===== config.mk =====
export PLATFORM = sky130hd
export DESIGN_NAME = twiddle_seq_gen
export DESIGN_NICKNAME = d
export VERILOG_FILES = /design/src/rtl/twiddle_pkg.sv /design/src/rtl/twiddle_rom.sv /design/src/rtl/twiddle_seq_gen.sv
export SDC_FILE = /design/constraint.sdc
export NUM_CORES = 1
export LEC_CHECK = 0
export ABC_AREA = 1
export CORE_MARGIN = 3
export CORE_UTILIZATION = 35
export CTS_CLUSTER_DIAMETER = 50
export DETAILED_ROUTE_END_ITERATION = 10
export MAX_ROUTING_LAYER = met4
export PLACE_DENSITY = 0.63
export SLEW_MARGIN = 20
export SYNTH_ARGS = -nofsm -noshare
export SYNTH_HDL_FRONTEND = slang
export SYNTH_HIERARCHICAL = 1
export SYNTH_SLANG_ARGS = --single-unit

===== constraint.sdc =====
create_clock -name clk -period 4.1 [get_ports clk]
set_input_delay 0.82 -clock clk [delete_from_list [all_inputs] [get_ports clk]]
set_output_delay 0.82 -clock clk [all_outputs]
set_load 0.05 [all_outputs]

===== src/rtl/twiddle_pkg.sv =====
// Shared types and Q1.(W-1) fixed-point helpers for the twiddle sequencer.
// Includes the elaboration-time integer cosine used to fill the quarter-wave ROM.
package twiddle_pkg;

    localparam int FX_W = 18;
    typedef logic signed [FX_W-1:0] fx_t;

    typedef enum logic [1:0] {QD0, QD1, QD2, QD3} quadrant_t;
    typedef enum logic [1:0] {IDLE, RUN, DRAIN} state_t;

    // pi scaled by 2**30
    localparam longint PI_FX = 64'sd3373259426;

    function automatic fx_t fx_max(int w);
        return fx_t'((1 << (w - 1)) - 1);
    endfunction

    function automatic fx_t fx_min(int w);
        return -fx_t'(1 << (w - 1));
    endfunction

    // MAX and MIN map onto each other so that +1/-1 round-trip through saturation
    function automatic fx_t fx_neg(fx_t x, int w);
        if (x == fx_max(w)) return fx_min(w);
        if (x == fx_min(w)) return fx_max(w);
        return -x;
    endfunction

    // round(cos(pi/2 * x/q) * 2**(w-1)), saturated to MAX; Taylor series in 2**30 fixed point
    function automatic fx_t cos_q(int x, int q, int w);
        longint th, th2, term, sum, v;
        th   = (PI_FX * longint'(x)) / longint'(2 * q);
        th2  = (th * th) >>> 30;
        term = 64'sd1 <<< 30;
        sum  = term;
        for (int n = 0; n < 14; n++) begin
            term = -((term * th2) >>> 30) / longint'((2 * n + 1) * (2 * n + 2));
            sum  = sum + term;
        end
        v = (sum * (64'sd1 <<< (w - 1)) + (64'sd1 <<< 29)) >>> 30;
        if (v > (64'sd1 <<< (w - 1)) - 1) v = (64'sd1 <<< (w - 1)) - 1;
        if (v < 0) v = 0;
        return fx_t'(v);
    endfunction

endpackage


===== src/rtl/twiddle_rom.sv =====
// Quarter-wave cosine table, N/4+1 entries built at elaboration,
// with two registered read ports that only advance when enabled.
module twiddle_rom
    import twiddle_pkg::*;
#(
    parameter int WIDTH = 8,
    parameter int LOG2N = 3
) (
    input  logic             clk,
    input  logic             rst,
    input  logic             en,
    input  logic [LOG2N-2:0] addr_a,
    input  logic [LOG2N-2:0] addr_b,
    output logic [WIDTH-1:0] data_a,
    output logic [WIDTH-1:0] data_b
);

    localparam int Q = (1 << LOG2N) / 4;

    logic [WIDTH-1:0] table_c [0:Q];

    for (genvar x = 0; x <= Q; x++) begin : g_tab
        localparam logic [WIDTH-1:0] V = WIDTH'(cos_q(x, Q, WIDTH));
        assign table_c[x] = V;
    end

    always_ff @(posedge clk or posedge rst) begin
        if (rst) begin
            data_a <= '0;
            data_b <= '0;
        end else if (en) begin
            data_a <= table_c[addr_a];
            data_b <= table_c[addr_b];
        end
    end

endmodule


===== src/rtl/twiddle_seq_gen.sv =====
// Streams radix-2 DIT twiddles W_N^k in butterfly order over a valid/ready port.
// Optional TWIDDLE_CONJ_EN adds an `inverse` input that conjugates the twiddles.
module twiddle_seq_gen
    import twiddle_pkg::*;
#(
    parameter int WIDTH = 8,
    parameter int LOG2N = 3
) (
    input  logic                     clk,
    input  logic                     rst,
    input  logic                     start,
    output logic                     busy,
    output logic                     out_valid,
    input  logic                     out_ready,
    output logic [WIDTH-1:0]         Rtw,
    output logic [WIDTH-1:0]         Itw,
    output logic [$clog2(LOG2N)-1:0] stage,
    output logic [LOG2N-1:0]         k,
    output logic                     last
`ifdef TWIDDLE_CONJ_EN
    ,
    input  logic                     inverse
`endif
);

    localparam int N      = 1 << LOG2N;
    localparam int HALF   = N / 2;
    localparam int Q      = N / 4;
    localparam int SW     = $clog2(LOG2N);
    localparam int IW     = LOG2N - 1;
    localparam int STAGES = 2;

    state_t             state, state_n;
    logic               adv, accept, issue, issue_last, inv_r;
    logic [SW-1:0]      s_cnt, s1;
    logic [IW-1:0]      b_cnt, m_idx, mc_idx;
    logic [LOG2N-1:0]   b_ext, mask, k_iss, k1;
    logic               last1;
    logic [STAGES:1]    vld_pipe;
    logic [WIDTH-1:0]   c_m, c_mc, r_n, i_n;

    function automatic logic [WIDTH-1:0] neg_w(logic [WIDTH-1:0] x);
        return WIDTH'(fx_neg(fx_t'($signed(x)), WIDTH));
    endfunction

    // Whole pipeline, counters included, moves only when the output slot is free
    assign adv        = !out_valid || out_ready;
    assign accept     = (state == IDLE) && start;
    assign issue      = (state == RUN) && adv;
    assign issue_last = (s_cnt == SW'(LOG2N - 1)) && (b_cnt == IW'(HALF - 1));
    assign busy       = (state != IDLE);
    assign out_valid  = vld_pipe[STAGES];

    always_ff @(posedge clk or posedge rst) begin
        if (rst) state <= IDLE;
        else     state <= state_n;
    end

    always_comb begin
        state_n = state;
        case (state)
            IDLE:    if (start) state_n = RUN;
            RUN:     if (issue && issue_last) state_n = DRAIN;
            DRAIN:   if (out_valid && out_ready && last) state_n = IDLE;
            default: state_n = IDLE;
        endcase
    end

    always_ff @(posedge clk or posedge rst) begin
        if (rst) begin
            s_cnt <= '0;
            b_cnt <= '0;
        end else if (accept) begin
            s_cnt <= '0;
            b_cnt <= '0;
        end else if (issue) begin
            if (b_cnt == IW'(HALF - 1)) begin
                b_cnt <= '0;
                s_cnt <= issue_last ? '0 : s_cnt + 1'b1;
            end else begin
                b_cnt <= b_cnt + 1'b1;
            end
        end
    end

`ifdef TWIDDLE_CONJ_EN
    always_ff @(posedge clk or posedge rst) begin
        if (rst)         inv_r <= 1'b0;
        else if (accept) inv_r <= inverse;
    end
`else
    assign inv_r = 1'b0;
`endif

    // k = (b mod 2**s) << (LOG2N-1-s)
    always_comb begin
        b_ext = LOG2N'(b_cnt);
        mask  = LOG2N'((1 << s_cnt) - 1);
        k_iss = (b_ext & mask) << (LOG2N - 1 - int'(s_cnt));
    end

    assign m_idx  = IW'(k_iss) & IW'(Q - 1);
    assign mc_idx = IW'(Q) - m_idx;

    twiddle_rom #(.WIDTH(WIDTH), .LOG2N(LOG2N)) u_rom (
        .clk    (clk),
        .rst    (rst),
        .en     (adv),
        .addr_a (m_idx),
        .addr_b (mc_idx),
        .data_a (c_m),
        .data_b (c_mc)
    );

    always_comb begin
        r_n = c_m;
        i_n = neg_w(c_mc);
        case (quadrant_t'(k1[LOG2N-1 -: 2]))
            QD0:     begin r_n = c_m;         i_n = neg_w(c_mc); end
            QD1:     begin r_n = neg_w(c_mc); i_n = neg_w(c_m);  end
            QD2:     begin r_n = neg_w(c_m);  i_n = c_mc;        end
            default: begin r_n = c_mc;        i_n = c_m;         end
        endcase
        if (inv_r) i_n = neg_w(i_n);
    end

    always_ff @(posedge clk or posedge rst) begin
        if (rst) begin
            vld_pipe <= '0;
            k1       <= '0;
            s1       <= '0;
            last1    <= 1'b0;
            Rtw      <= '0;
            Itw      <= '0;
            k        <= '0;
            stage    <= '0;
            last     <= 1'b0;
        end else if (adv) begin
            vld_pipe <= {vld_pipe[STAGES-1:1], issue};
            k1       <= k_iss;
            s1       <= s_cnt;
            last1    <= issue && issue_last;
            Rtw      <= r_n;
            Itw      <= i_n;
            k        <= k1;
            stage    <= s1;
            last     <= last1 && vld_pipe[1];
        end
    end

endmodule

==> reports/metrics.cfg <==
[routing]
drtAntennaViolNets = 0
vias = 2502
wl_per_cell_um = 12.0
first_pass_iters = 4
drcViolationCount = 0
drtIter0Drc = 167
avgViaCountPerCell = 4.85
wirelength_um = 6200

[cts]
ctsResizeCount = 0
clk_latency_ps = 300
cts_made_buffers = 5
cts_hold_buf = 0
cts.clk_slew.worst_paths_ps = 80
cts-htree-levels = 2
tritoncts = built
cts_setup_buffers = 0
clock_sinks = 40
clockBufferDepth = 2
cts-root-buf = clkbuf_8

[floorplanning]
pin_count = 28
die_area_um2 = 8930
core_area_um2 = 7410
die_h_um = 94.5
initial_core_util = 0.370
rows = 31
die_x_um = 94.5

[yosys]
syn_area_per_cell_um2 = 6.84
synth_top_area_cell = dfrtp_1
synth_edf_count = 0
synth-main-ff-cell = dfrtp_1
ys_async_sr_fraction = 1.00
yosys-top-cells-area = dfrtp_1, nand2_1, nand3_1
yosys.cell_types.count = 32
ys_seq_area_frac = 0.365
yosys.area.top_type_share = 0.365
yosys-top-cells-count = nand2_1, dfrtp_1, nand3_1, o21ai_0, inv_1
ys_ff_latch = 40
yosys_warnings = 6
synth_area_um2 = 2740
synth_most_common_cell = nand2_1
synthCells = 401

[critical_path]
critical_path_class = register to output port
critPathCaptureType = output port
cp_max_fo = 4
slowest_delay_ps = 790
crit_slowest_cell = clkdlybuf4s50_1
crit_start = state[0]
timing.critical_path.cells = nor2_1, inv_2, clkdlybuf4s50_1
reg2reg_from = u_rom/data_b[6]
crit_arrival_ps = 1610
critPathRequiredTime_ps = 3280
startpoint_type = register

[grt]
grt_max_degree = 47
grtUsageTotal = 0.154
grt_overflow = 0
grt_pass1_wl_um = 10700
grt_pass1_vias = 2357
antenna_found_initial = 0

[final_layout]
multi_input_area_um2 = 1440
layout-drive-gt1-share = 0.0839
register_area_um2 = 1000
nets = 429
n_fill_cell = 791
num_antenna_cells = 0
area_growth_pct = 13.0

[placed_design]
gp_congestion = 0.894
pre_cts_slack_ps = 1590
dp_hpwl_um = 4570
port_buffers = 27

[timing]
setup_tns_ps = 0
timing.slew.headroom = 0.502
hold_violations = 0
max_freq_mhz = 411
slew_viol_final = 0
fin_skew_ps = 8.05
hold_slack_ps = 473
layout_worst_path_cycle_share = 0.594
rsz0062_at_grt = no
fin_ws_ps = 1670
fin_crit_ps = 2430
worstMarginPinSlew_ps = 747
setup_viol = 0

[status]
outcome = complete, no violations

[run]
drv_cap = 0

[power_and_ir_drop]
ir_worst_vdd_v = 0.000387
power.density_nw_per_um2 = 842
p_leak_uw = 0.00156

[hold_path]
hold_class = register to register
worstHoldStart = s1[1]

cell type report:
| class | instances | area share |
|---|---|---|
| clock inverter | 3 | 0.00687 |
| timing repair buffer | 29 | 0.0921 |
| clock buffer | 5 | 0.0222 |
| multi-input combinational | 299 | 0.465 |
| sequential | 40 | 0.323 |
| inverter | 41 | 0.0505 |
| tap | 99 | 0.0400 |
registers in the layout, summed over array words and instances (netlist names), 2 cells and up:
| signal | cells |
|---|---|
| Itw | 8 |
| Rtw | 8 |
| k1 | 3 |
| k | 3 |
| b_cnt | 2 |
| s1 | 2 |
| s_cnt | 2 |
| stage | 2 |
| state | 2 |
| u_rom/data_a | 2 |
| u_rom/data_b | 2 |
| vld_pipe | 2 |
path summary, 6_finish.rpt:
kind                                   end  depth (start not counted)  slack, ps
setup / recovery                      busy                          3       1670
max in group asynchronous           Itw[6]                          3       2830
min in group asynchronous  u_rom/data_b[6]                          2        720
hold reg to reg                   stage[1]                          2        470
hold / removal                    stage[1]                          2        470
setup reg to reg                    Rtw[6]                         10       1960
layout by cell type, fill, tap and decap left out, drive strengths merged:
cell and count:
o2111ai 1, nand2 151, o31ai 1, ha 9, nor2 24, a31oi 1, nor3 5, xnor2 1
a21oi 16, clkinv 1, dfrtp 40, clkinvlp 1, conb 4, o211ai 1, o21ai 35, buf 2
inv 42, nand4 5, nand3b 1, clkbuf 5, nand3 41, clkdlybuf4s50 27, xor2 3
stage by stage:
step | std cells | power (uW) | instance area [um^2] | utilization
3_5_place_dp | 508 | 2350 | 3010 | 0.406
6_report | 516 | 2610 | 3100 | 0.418
2_1_floorplan | 403 | 1950 | 2750 | -
5_1_grt | 516 | 2850 | 3100 | 0.418
4_1_cts | 516 | 2630 | 3100 | 0.418
3_3_place_gp | 508 | 2340 | 3010 | 0.406
per-layer routing:
| metal | vias to the layer above | part of all wire | track usage |
|---|---|---|---|
| met5 | - | 0 | - |
| met4 | 0 | 0.017 | 0.0541 |
| met3 | 10 | 0.036 | 0.0263 |
| met2 | 47 | 0.46 | 0.233 |
| met1 | 1145 | 0.49 | 0.207 |
| li1 | 1300 | - | - |
critical path, delay by kind of cell (launching register included):
kind,cells,cell delay (ps)
flops,1,390
simple gates,1,70
buf+inv,2,850
power by group:
part	switching, uW	internal [uW]	total, uW
clock	146	121	266
sequential	172	557	730
combinational	1080	531	1610
total	1400	1210	2610
logic make-up (layout without fill, tap and decap cells):
logic type      after synthesis  in the layout  share of synthesized area
flops                        40             40                      0.365
xor+xnor                      4              4                     0.0128
fa+ha+maj                     9              9                     0.0411
simple gates                227            227                      0.361
buf+inv                      64             78                      0.113
other cells                   2              4                    0.00274
compound gates               55             55                      0.104
(Power assumes the default switching activity.)
==> RTL change, RTL diff (same flow settings) <==
`LOG2N` is set to 3 in 2 places; all go to 4.
--- a/src/rtl/twiddle_rom.sv
+++ b/src/rtl/twiddle_rom.sv
@@ -4,7 +4,7 @@
     import twiddle_pkg::*;
 #(
     parameter int WIDTH = 8,
-    parameter int LOG2N = 3
+    parameter int LOG2N = 4
 ) (
     input  logic             clk,
     input  logic             rst,
--- a/src/rtl/twiddle_seq_gen.sv
+++ b/src/rtl/twiddle_seq_gen.sv
@@ -4,7 +4,7 @@
     import twiddle_pkg::*;
 #(
     parameter int WIDTH = 8,
-    parameter int LOG2N = 3
+    parameter int LOG2N = 4
 ) (
     input  logic                     clk,
     input  logic                     rst,
Interface: changed (resized k); port bits go from 28 to 29. No check against the original RTL was run, so the function may have changed too.
==> RTL change against the original RTL <==
  * Design area up 14%
  * Wire length up 21%
  * Worst setup slack worse by 0.010 ns
  * Area after synthesis up 14%
  * Power up 17%
  * First-iteration DRC count up 7.8%
  * Synthesized cell count up 13%
  * Sequential cell count up 11
  * Non-clock buffer count up 1
  * Largest power group unchanged
==> RTL change: results (changes against the original RTL) <==
Global route
  • Met3 GRT Util: 2.35% (-0.28 points)
  • First-pass GRT wire length: 12.8 mm (+19%)
  • Vias in the first global route: 2737 (+16%)
  • Grt met1 use: 21.3% (+0.63 points)
  • Pin count of the biggest net entering global routing: 51 (+8.5%)
  • GRT Overall Usage: 15.9% (+0.50 points)
  • Met2 Track Usage GR: 26.0% (+2.6 points)

Worst setup path
  • CP max stage delay: 0.79 ns (about the same)
  • Critical Path AT: 1.63 ns (+0.02 ns)
  • Crit path max fanout: 4 (unchanged)
  • Crit path max-delay cell type: clkdlybuf4s50_1

Layout
  • Largest registers: Itw x8, Rtw x8
  • Layout cells sized above 1: 4.39% (-4.0 points)
  • Fillers: 906 (+15%)
  • Final net count: 491 (+14%)
  • Number of diodes: 0 (unchanged)

Placed design
  • Pre-CTS setup slack: 1.60 ns (+0.00864 ns)
  • Placed cell area: 0.00345 sq mm (+15%)
  • Global placement routability congestion: 0.931 (+4.1%)
  • DP HPWL: 5.41 mm (+19%)
  • IO Port Bufs: 28 (+3.7%)
  • Placed cells: 575 (+13%)

Logic synthesis
  • Gate count of the mapped netlist: 453 (+13%)
  • Synth Area in Compound Gates: 11.3% (+0.89 points)
  • Post-Synth Adder-Cell Area: 4.01% (-0.10 points)
  • Top post-synthesis cells by area: dfrtp_1 41%, nand2_1 21%, o21ai_0 6.1%
  • Synth cell types: 31 (-3.1%)
  • Ys async rst share: 100% (unchanged)
  • Post-synth top cells: 175 x nand2_1, 51 x dfrtp_1, 50 x inv_1, 38 x o21ai_0, 36 x nand3_1
  • Xor/xnor share of the synthesized area: 0.561% (-0.72 points)
  • Sequential area share after synthesis: 40.9% (+4.4 points)

Detailed routing
  • Max layer used: met4
  • Via count: 2860 (+14%)
  • Detail Route met2 WL: 3.54 mm (+24%)
  • Drt pass-1 iters: 5 (+1)
  • Wl on met1: 3.63 mm (+21%)
  • Routed length on met3: 265 um (+20%)
  • Initial drt markers: 180 (+7.8%)
  • Vias per inst: 4.91 (+1.2%)
  • Post-Route WL: 7.49 mm (+21%)

Clocking
  • Post-CTS Setup Bufs: 0 (unchanged)
  • Clk slew on worst S/H paths: 0.10 ns (+0.02 ns)
  • Clock root cell: clkbuf_8
  • CTS Buf Count: 5 (unchanged)

Timing
  • Setup TNS: 0 ns (unchanged)
  • Rel. slew slack: 43.4% (-6.8 points)
  • Worst Clk Skew: 0.00767 ns (-0.000386 ns)

Power
  • Static leakage: 1.81 nW (+17%)
  • VDD IR max: 0.361 mV (-6.9%)

Run status
  • Status: finished clean

Run
  • Max_cap viols: 0 (unchanged)
==> RTL change: path summary, 6_finish.rpt <==
check	to	depth (start not counted)	slack, ns	startpoint
worst min register to register	Itw[6]	2	0.48	Itw[6]
worst min-delay path	Itw[6]	2	0.48	Itw[6]
worst max-delay path	busy	3	1.65	state[0]
max in group asynchronous	k1[3]	3	2.77	rst
min in group asynchronous	u_rom/data_a[2]	2	0.84	rst
worst max register to register	Rtw[3]	7	1.80	k1[2]
==> RTL change: final cells by class <==
cell class | count | area, sq um | area share, %
Timing Repair Buffer | 30 | 295 | 8.33
Multi-Input combinational cell | 335 | 1550 | 43.7
Clock inverter | 3 | 22.5 | 0.635
Tap cell | 105 | 131 | 3.71
Inverter | 54 | 203 | 5.72
Sequential cell | 51 | 1280 | 36.0
Clock buffer | 5 | 68.8 | 1.94
==> RTL change: power breakdown <==
group | switching [mW] | internal, mW
clock network | 0.182 | 0.123
logic | 1.25 | 0.584
registers | 0.205 | 0.718
total | 1.64 | 1.43
